### config.mk
export PLATFORM = sky130hd
export DESIGN_NAME = fetch_stage
export DESIGN_NICKNAME = d
export VERILOG_FILES = /design/src/rtl/riscv_pkg.sv /design/src/rtl/if_id_reg.sv /design/src/rtl/fetch_stage.sv
export SDC_FILE = /design/constraint.sdc
export NUM_CORES = 1
export LEC_CHECK = 0
export CAP_MARGIN = 20
export CORE_MARGIN = 2
export CORE_UTILIZATION = 40
export CTS_BUF_LIST = sky130_fd_sc_hd__clkbuf_4
export DETAILED_ROUTE_END_ITERATION = 16
export PLACE_DENSITY = 0.68
export SETUP_SLACK_MARGIN = 0.2
export SLEW_MARGIN = 10
export SYNTH_ARGS = -nofsm -noshare
export SYNTH_HDL_FRONTEND = slang
export SYNTH_SLANG_ARGS = --single-unit
### constraint.sdc
create_clock -name clk_i -period 14.05 [get_ports clk_i]
set_input_delay 2.81 -clock clk_i [delete_from_list [all_inputs] [get_ports clk_i]]
set_output_delay 2.81 -clock clk_i [all_outputs]
set_load 0.03 [all_outputs]
### src/rtl/riscv_pkg.sv
// Shared RV32 definitions used by the fetch stage and the decode-stage control block.
package riscv_pkg;

  localparam logic [31:0] NOP_INSTR = 32'h0000_0013;  // addi x0,x0,0

  localparam logic [6:0] OP_RTYPE  = 7'b0110011;
  localparam logic [6:0] OP_ITYPE  = 7'b0010011;
  localparam logic [6:0] OP_LOAD   = 7'b0000011;
  localparam logic [6:0] OP_STORE  = 7'b0100011;
  localparam logic [6:0] OP_BRANCH = 7'b1100011;
  localparam logic [6:0] OP_JALR   = 7'b1100111;
  localparam logic [6:0] OP_JAL    = 7'b1101111;

  localparam logic [31:0] RESET_PC_DEFAULT = 32'h0000_0000;

  typedef enum logic {
    BOOT,
    RUN
  } fetch_state_e;

endpackage

### src/rtl/if_id_reg.sv
// IF/ID pipeline register: bubble load beats hold, hold beats capture.
module if_id_reg
  import riscv_pkg::*;
#(
  parameter int unsigned     WIDTH    = 32,
  parameter logic [WIDTH-1:0] RESET_PC = RESET_PC_DEFAULT[WIDTH-1:0]
) (
  input  logic             clk,
  input  logic             rst,
  input  logic             hold,
  input  logic             bubble,
  input  logic [31:0]      fetch_instr,
  input  logic [WIDTH-1:0] fetch_pc,
  input  logic [WIDTH-1:0] fetch_pc_plus4,
  output logic [31:0]      instr,
  output logic [WIDTH-1:0] pc,
  output logic [WIDTH-1:0] pc_plus4,
  output logic             valid
);

  // NOTE: sequential state uses non-blocking assignments so every register
  // samples the pre-edge values, independent of block ordering.
  always_ff @(posedge clk or posedge rst) begin
    if (rst) begin
      instr    <= NOP_INSTR;
      pc       <= RESET_PC;
      pc_plus4 <= RESET_PC + WIDTH'(4);
      valid    <= 1'b0;
    end else if (bubble) begin
      // PC fields keep their old value; only the instruction is squashed.
      instr <= NOP_INSTR;
      valid <= 1'b0;
    end else if (!hold) begin
      instr    <= fetch_instr;
      pc       <= fetch_pc;
      pc_plus4 <= fetch_pc_plus4;
      valid    <= 1'b1;
    end
  end

endmodule

### src/rtl/fetch_stage.sv
// Instruction fetch: PC register, next-PC select, IF/ID register and decode field slices.
module fetch_stage
  import riscv_pkg::*;
#(
  parameter int unsigned      WIDTH    = 32,
  parameter logic [WIDTH-1:0] RESET_PC = RESET_PC_DEFAULT[WIDTH-1:0]
) (
  input  logic             clk_i,
  input  logic             rst_i,
  input  logic             stall_i,
  input  logic             flush_i,
  input  logic             redirect_i,
  input  logic [WIDTH-1:0] redirect_target_i,
  output logic [WIDTH-1:0] instr_addr_o,
  input  logic [31:0]      instr_i,
  output logic [31:0]      instr_o,
  output logic [WIDTH-1:0] pc_o,
  output logic [WIDTH-1:0] pc_plus4_o,
  output logic             valid_o,
  output logic [6:0]       op_o,
  output logic [2:0]       funct3_o,
  output logic             funct7bit_o,
  output logic             misalign_o,
  output logic [31:0]      fetch_count_o
);

  fetch_state_e     state_q, state_d;
  logic [WIDTH-1:0] pc_q, pc_d, pc_inc;
  logic             bubble, capture;
  logic             misalign_q;
  logic [31:0]      count_q;

  // Bit 0 of the target is dropped like jalr; bit 1 only feeds the misalign flag.
  logic unused_target_bit0;
  assign unused_target_bit0 = redirect_target_i[0];

  assign pc_inc = pc_q + WIDTH'(4);
  assign bubble = redirect_i | flush_i;

  always_comb begin
    // NOTE: defaults first so no branch of the case leaves a variable unassigned
    // and infers a latch.
    state_d = state_q;
    capture = 1'b0;
    unique case (state_q)
      BOOT: begin
        state_d = RUN;
        capture = !bubble && !stall_i;
      end
      RUN: capture = !bubble && !stall_i;
      default: state_d = BOOT;
    endcase
  end

  always_comb begin
    pc_d = pc_inc;
    if (redirect_i)   pc_d = {redirect_target_i[WIDTH-1:2], 2'b00};
    else if (stall_i) pc_d = pc_q;
  end

  always_ff @(posedge clk_i or posedge rst_i) begin
    if (rst_i) begin
      state_q    <= BOOT;
      pc_q       <= RESET_PC;
      misalign_q <= 1'b0;
      count_q    <= '0;
    end else begin
      state_q <= state_d;
      pc_q    <= pc_d;
      if (redirect_i && redirect_target_i[1]) misalign_q <= 1'b1;
      if (capture) count_q <= count_q + 32'd1;
    end
  end

  if_id_reg #(
    .WIDTH    (WIDTH),
    .RESET_PC (RESET_PC)
  ) u_if_id (
    .clk            (clk_i),
    .rst            (rst_i),
    .hold           (stall_i),
    .bubble         (bubble),
    .fetch_instr    (instr_i),
    .fetch_pc       (pc_q),
    .fetch_pc_plus4 (pc_inc),
    .instr          (instr_o),
    .pc             (pc_o),
    .pc_plus4       (pc_plus4_o),
    .valid          (valid_o)
  );

  assign instr_addr_o  = pc_q;
  assign op_o          = instr_o[6:0];
  assign funct3_o      = instr_o[14:12];
  assign funct7bit_o   = instr_o[30];
  assign misalign_o    = misalign_q;
  assign fetch_count_o = count_q;

endmodule

## Word-level counts from Yosys, hierarchy flattened

Cells that the tools add are included.

| word-level totals | value |
|---|---|
| output and inout bits | 173 |
| latch bits | 0 |
| bits in writable memories | 0 |
| flip-flop bits (word level) | 162 |
| memory bits (read-only) | 0 |
| memories kept | 0 |
| logic and storage cells | 25 |
| bits of input ports | 69 |

| operators by class | value |
|---|---|
| shifts and indexed selects | 0 |
| divide/modulo/power cells | 0 |
| order comparisons | 0 |
| reductions and logical operators | 5 |
| muxes and demuxes | 6 |
| equal/unequal tests | 2 |
| multiply operators | 0 |
| add/sub/neg operators | 2 |
| bitwise logic cells | 3 |

Operators with widths:

| operator | number |
|---|---|
| $mux W32 | 4 |
| $add A32 B1 Y32 const B | 1 |
| $add A32 B3 Y32 const B | 1 |
| $ne A2 B1 Y1 const B | 2 |
| $logic_and A1 B1 Y1 | 2 |
| $logic_not A1 Y1 | 2 |
| $mux W1 | 2 |
| $not A1 Y1 | 2 |
| $reduce_and A2 Y1 | 1 |
| $or A1 B1 Y1 | 1 |

## Longest topological paths before layout

| depth | value |
|---|---|
| depth after elaboration | 3 |
| depth in mapped cells | 7 |
| mapped depth without buffers | 5 |

## Cells and area by module

From an unflattened synthesis, not the netlist that was laid out.

| second synthesis, totals | value |
|---|---|
| cells, all modules | 660 |
| area, all modules | 7569.8 um^2 |

Modules (own cells, without submodules):

| module | seq. area each (um^2) | area an instance (um^2) | times used | cells each |
|---|---|---|---|---|
| fetch_stage | 1576.5 | 3826.2 | 1 | 417 |
| if_id_reg | 2432.3 | 3743.6 | 1 | 243 |

## Worst setup path before layout

No wires, ideal clock.

| path | value |
|---|---|
| path kind | input-to-reg |
| start point | input stall_i |
| end point | register pc_q[23], in the netlist instr_addr_o[23] |
| arrival time | 4246 ps |
| required time | 13968 ps |
| path buffers | 2 |
| setup time | 82 ps |
| slack | 9722 ps |
| stages | 6 |
| cells stage by stage | clkbuf_1 nand4b_1 or4_1 clkbuf_1 or3_1 a31oi_1 |

| between the ends | value |
|---|---|
| word-level cells in the longest chain between the ends | 1 |

RTL lines:

| what | RTL line | text |
|---|---|---|
| start, declared | fetch_stage.sv:10 | `input logic stall_i,` |
| $ne A2 B1 Y1 (no line) | n/a |  |
| end signal, assigned | fetch_stage.sv:69 | `pc_q <= pc_d;` |
| end, declared | fetch_stage.sv:28 | `logic [WIDTH-1:0] pc_q, pc_d, pc_inc;` |

No other way between the ends.
A chain may end at the register's enable or synchronous reset.

## Worst setup path in the final report

| path | value |
|---|---|
| start point | input stall_i |
| end point | register count_q[29], in the netlist fetch_count_o[29] |

| between the ends | value |
|---|---|
| word-level cells in the longest chain between the ends | 2 |

RTL lines:

| what | RTL line | text |
|---|---|---|
| $logic_not A1 Y1 | n/a |  |
| $logic_and A1 B1 Y1 | fetch_stage.sv:48, fetch_stage.sv:50 |  |
| end signal, assigned | fetch_stage.sv:71 | `if (capture) count_q <= count_q + 32'd1;` |
| end, declared | fetch_stage.sv:31 | `logic [31:0] count_q;` |

No other way between the ends.

==> key figures <==
Synth
  • Avg Inst Size Synth: approximately 10 sq um
  • Yosys warning count: 0
  • FF+latch count, synth: ~160
  • Share of flip-flops with an asynchronous set or reset: between 90% and 100%
  • Sequential fraction of the synthesis area: a little over half
  • Post-synth EDFFs: 0
  • Prevailing post-synth register cell: dfrtp_1
  • Netlist cell types: just over 40
  • Top-count cell post-synth: dfrtp_1
  • Dominant cell type by area after synthesis: dfrtp_1
  • Share of the synthesized area in the top cell type: 53.01%
  • Mapped Area: ~7000 sq um
  • Synth area leaders: dfrtp_1 (53%), nand2_1 (7.6%), xnor2_1 (5.4%)
  • Mapped Cells: approximately 730
  • Most frequent cells after synthesis: dfrtp_1 (152), nand2_1 (145), o21ai_0 (50)

Place
  • DP HPWL: 14.16 mm
  • DP Cell Count: around 1100
  • Final Wtd Congestion: roughly 0.85
  • Port bufs: 234

Finish
  • Final nets: about 1000
  • Post-layout util: a little under three fifths
  • Synthesis-to-finish area growth: 36.36%
  • Layout cells sized above 1: under 10%
  • Fin cells: about 1200

Floorplan
  • Initial core utilization: 41.20%
  • Core Area: 17420 sq um
  • IO Pins: about 240
  • Die Width: around 140 um
  • Die Footprint: approximately 19000 sq um
  • Rows: 48
  • Chip height: 137.9 um

Drt
  • Total number of vias: 6035
  • Post-DRT Antenna Nets: 0
  • Wire length per cell: approximately 18 um
  • DR vias/cell: around 5.2
  • DRT Pass-1 Iters: 5
  • Initial drt markers: slightly above 300
  • Final wirelength: roughly 20 mm
  • DRC: 0

Timing
  • Peak Freq: between 150 and 200 MHz
  • RSZ-0062 raised after global routing: no
  • Tightest Pin Transition: around 1100 ps
  • Final Hold Fails: 0
  • Post-Route Setup TNS: 0 ps
  • Max Slew Vio Count: 0
  • # setup viols final: 0
  • Fin crit share: approximately 37%
  • Max Clock Skew: between 15 and 20 ps
  • Max_slew headroom: between 20 and 30%
  • Post-layout min period: between 5000 and 6000 ps

Global route
  • Overflow after GRT: 0
  • Pin count of the biggest net entering global routing: 85
  • Antenna violations before repair: 1
  • Vias in the first global route: between 5000 and 6000
  • GRT Total Usage: 21.29%
  • First-pass GRT wire length: slightly above 30 mm

Worst setup path
  • Reg2reg start: instr_addr_o[2]
  • Largest stage delay on the critical path: 860 ps
  • FF-to-FF path depth: 5
  • CP Cell Sequence: clkdlybuf4s50_1, or3_2, buf_4, nor4_4, nand4_1, xnor2_1
  • Critical setup path kind: in2reg
  • Critical path data arrival time: 5710 ps
  • Data required, critical path: ~15000 ps
  • CP max stage cell: clkdlybuf4s50_1
  • CP Launch Type: primary input
  • Critical Path End Type: flip-flop
  • Terminus of the critical flop-to-flop path: instr_addr_o[24]
  • Crit Path Max Fanout: 77
  • R2R setup slack: between 10000 and 15000 ps

CTS
  • CTS Buffer Depth: 2
  • Cts bufs inserted: 17
  • Sink Count: about 160
  • Clk slew on worst S/H paths: 150 ps
  • CTS tree: done
  • H-tree Lvls: 4
  • Worst-Skew Late Latency: roughly 560 ps
  • Postcts setup bufs: 0
  • Post-cts sizing count: 0
  • Root Buffer: clkbuf_4
  • Post-CTS Hold Buffers: 0

Min path
  • Hold WC Path Type: reg2reg
  • HP Start: misalign_o
  • Worst hold endpoint: misalign_o
  • Worst hold path depth: 1

Power and ir drop
  • Clock power share: between 20% and 30%
  • Switching part of the total: a little over a third
  • VDD IR-drop max: between 0.00007 and 0.00008 V
  • Leak pwr: 4.052 nW
  • Flop pwr share: roughly half
  • Net load switching power: about 0.41 mW
  • Logic pwr share: ~29%
  • PwrDens: 116.4 nW/um^2
  • Pwr Total: approximately 1.1 mW
  • Int Power: 0.7240 mW

Status
  • Run status: completed

Run
  • Max_cap viols: 0
final cells by class:
class / instances / area (sq um)
clock inverter: 15 / 138.9
timing repair buffer: 239 / 2380
antenna: 1 / 2.502
tap: 225 / 281.5
clock buffer: 17 / 127.6
multi-input combinational: 503 / 2910
sequential: 156 / 3909
inverter: 8 / 35.03
fill: 1592 / 7632
sequential cells by signal, summed over array words and instances, names as in the netlist:
signal            cells
u_if_id.instr        32
u_if_id.pc           30
fetch_count_o        32
u_if_id.valid         1
instr_addr_o         30
u_if_id.pc_plus4     30
misalign_o            1
cell usage in the layout (no fill, tap or decap), types with 6 or more instances in the layout:
master,count
nor4_1,13
inv_1,7
nor3_1,10
or4_1,14
o21ai_0,50
a22o_1,29
xnor2_1,44
conb_1,6
and4_1,8
nand3_1,22
xor2_1,15
a31oi_1,26
nor2_1,40
clkbuf_4,17
and3_1,6
or3_1,21
nand4_1,23
nand2_1,145
inv_6,6
dfrtp_1,152
clkdlybuf4s50_1,234
critical path: cells and delay by family:
family	cells	cell delay [ps]
XOR/XNOR	1	170
buffers and inverters	2	1250
AND/OR/NAND/NOR	3	1450
metal layers:
layer  GRT usage [%]  up-vias  share of wire, %
li1                -     2931                 -
met1           26.82     2887                43
met2           34.49      196                46
met3           8.114       21               9.2
met4           5.612        0               1.4
met5               0        -                 0
worst max path at each step:
stage / from / end / slack (ps) / depth (start not counted)
after floorplan: rst_i / fetch_count_o[0] / 7040 / 1
after global placement: stall_i / fetch_count_o[31] / 8200 / 6
after detailed placement: stall_i / fetch_count_o[29] / 8170 / 6
after CTS: stall_i / fetch_count_o[29] / 8820 / 6
after global routing: stall_i / fetch_count_o[29] / 8670 / 6
final: stall_i / fetch_count_o[29] / 8810 / 6
per-stage QoR:
stage	instance area, sq um	setup WS (ps)	hold slack (ps)
floorplan	7194	7040	540.0
global placement	9515	8200	440.2
detailed placement	9515	8175	446.8
CTS	9782	8825	475.9
global route	9784	8670	493.1
finish	9784	8807	471.3
logic make-up after synthesis:
logic type / share of synthesized area, %
flip-flops: 54.47
buffers and inverters: 5.318
other: 0.05226
AO/OA/AOI/OAI: 11.19
adder cells (fa/ha/maj): 0.3487
multiplexers: 0.4359
XOR/XNOR: 7.201
AND/OR/NAND/NOR: 20.98
power by group through the flow:
| stage | clock network, mW | registers [mW] | logic [mW] |
|---|---|---|---|
| after global placement | 0 | 0.556 | 0.326 |
| final | 0.264 | 0.549 | 0.326 |
| after detailed placement | 0 | 0.558 | 0.328 |
| after CTS | 0.277 | 0.550 | 0.330 |
| after global routing | 0.291 | 0.557 | 0.348 |
| after floorplan | 0 | 0.641 | 0.0903 |
Power figures use the tool's default switching activity.
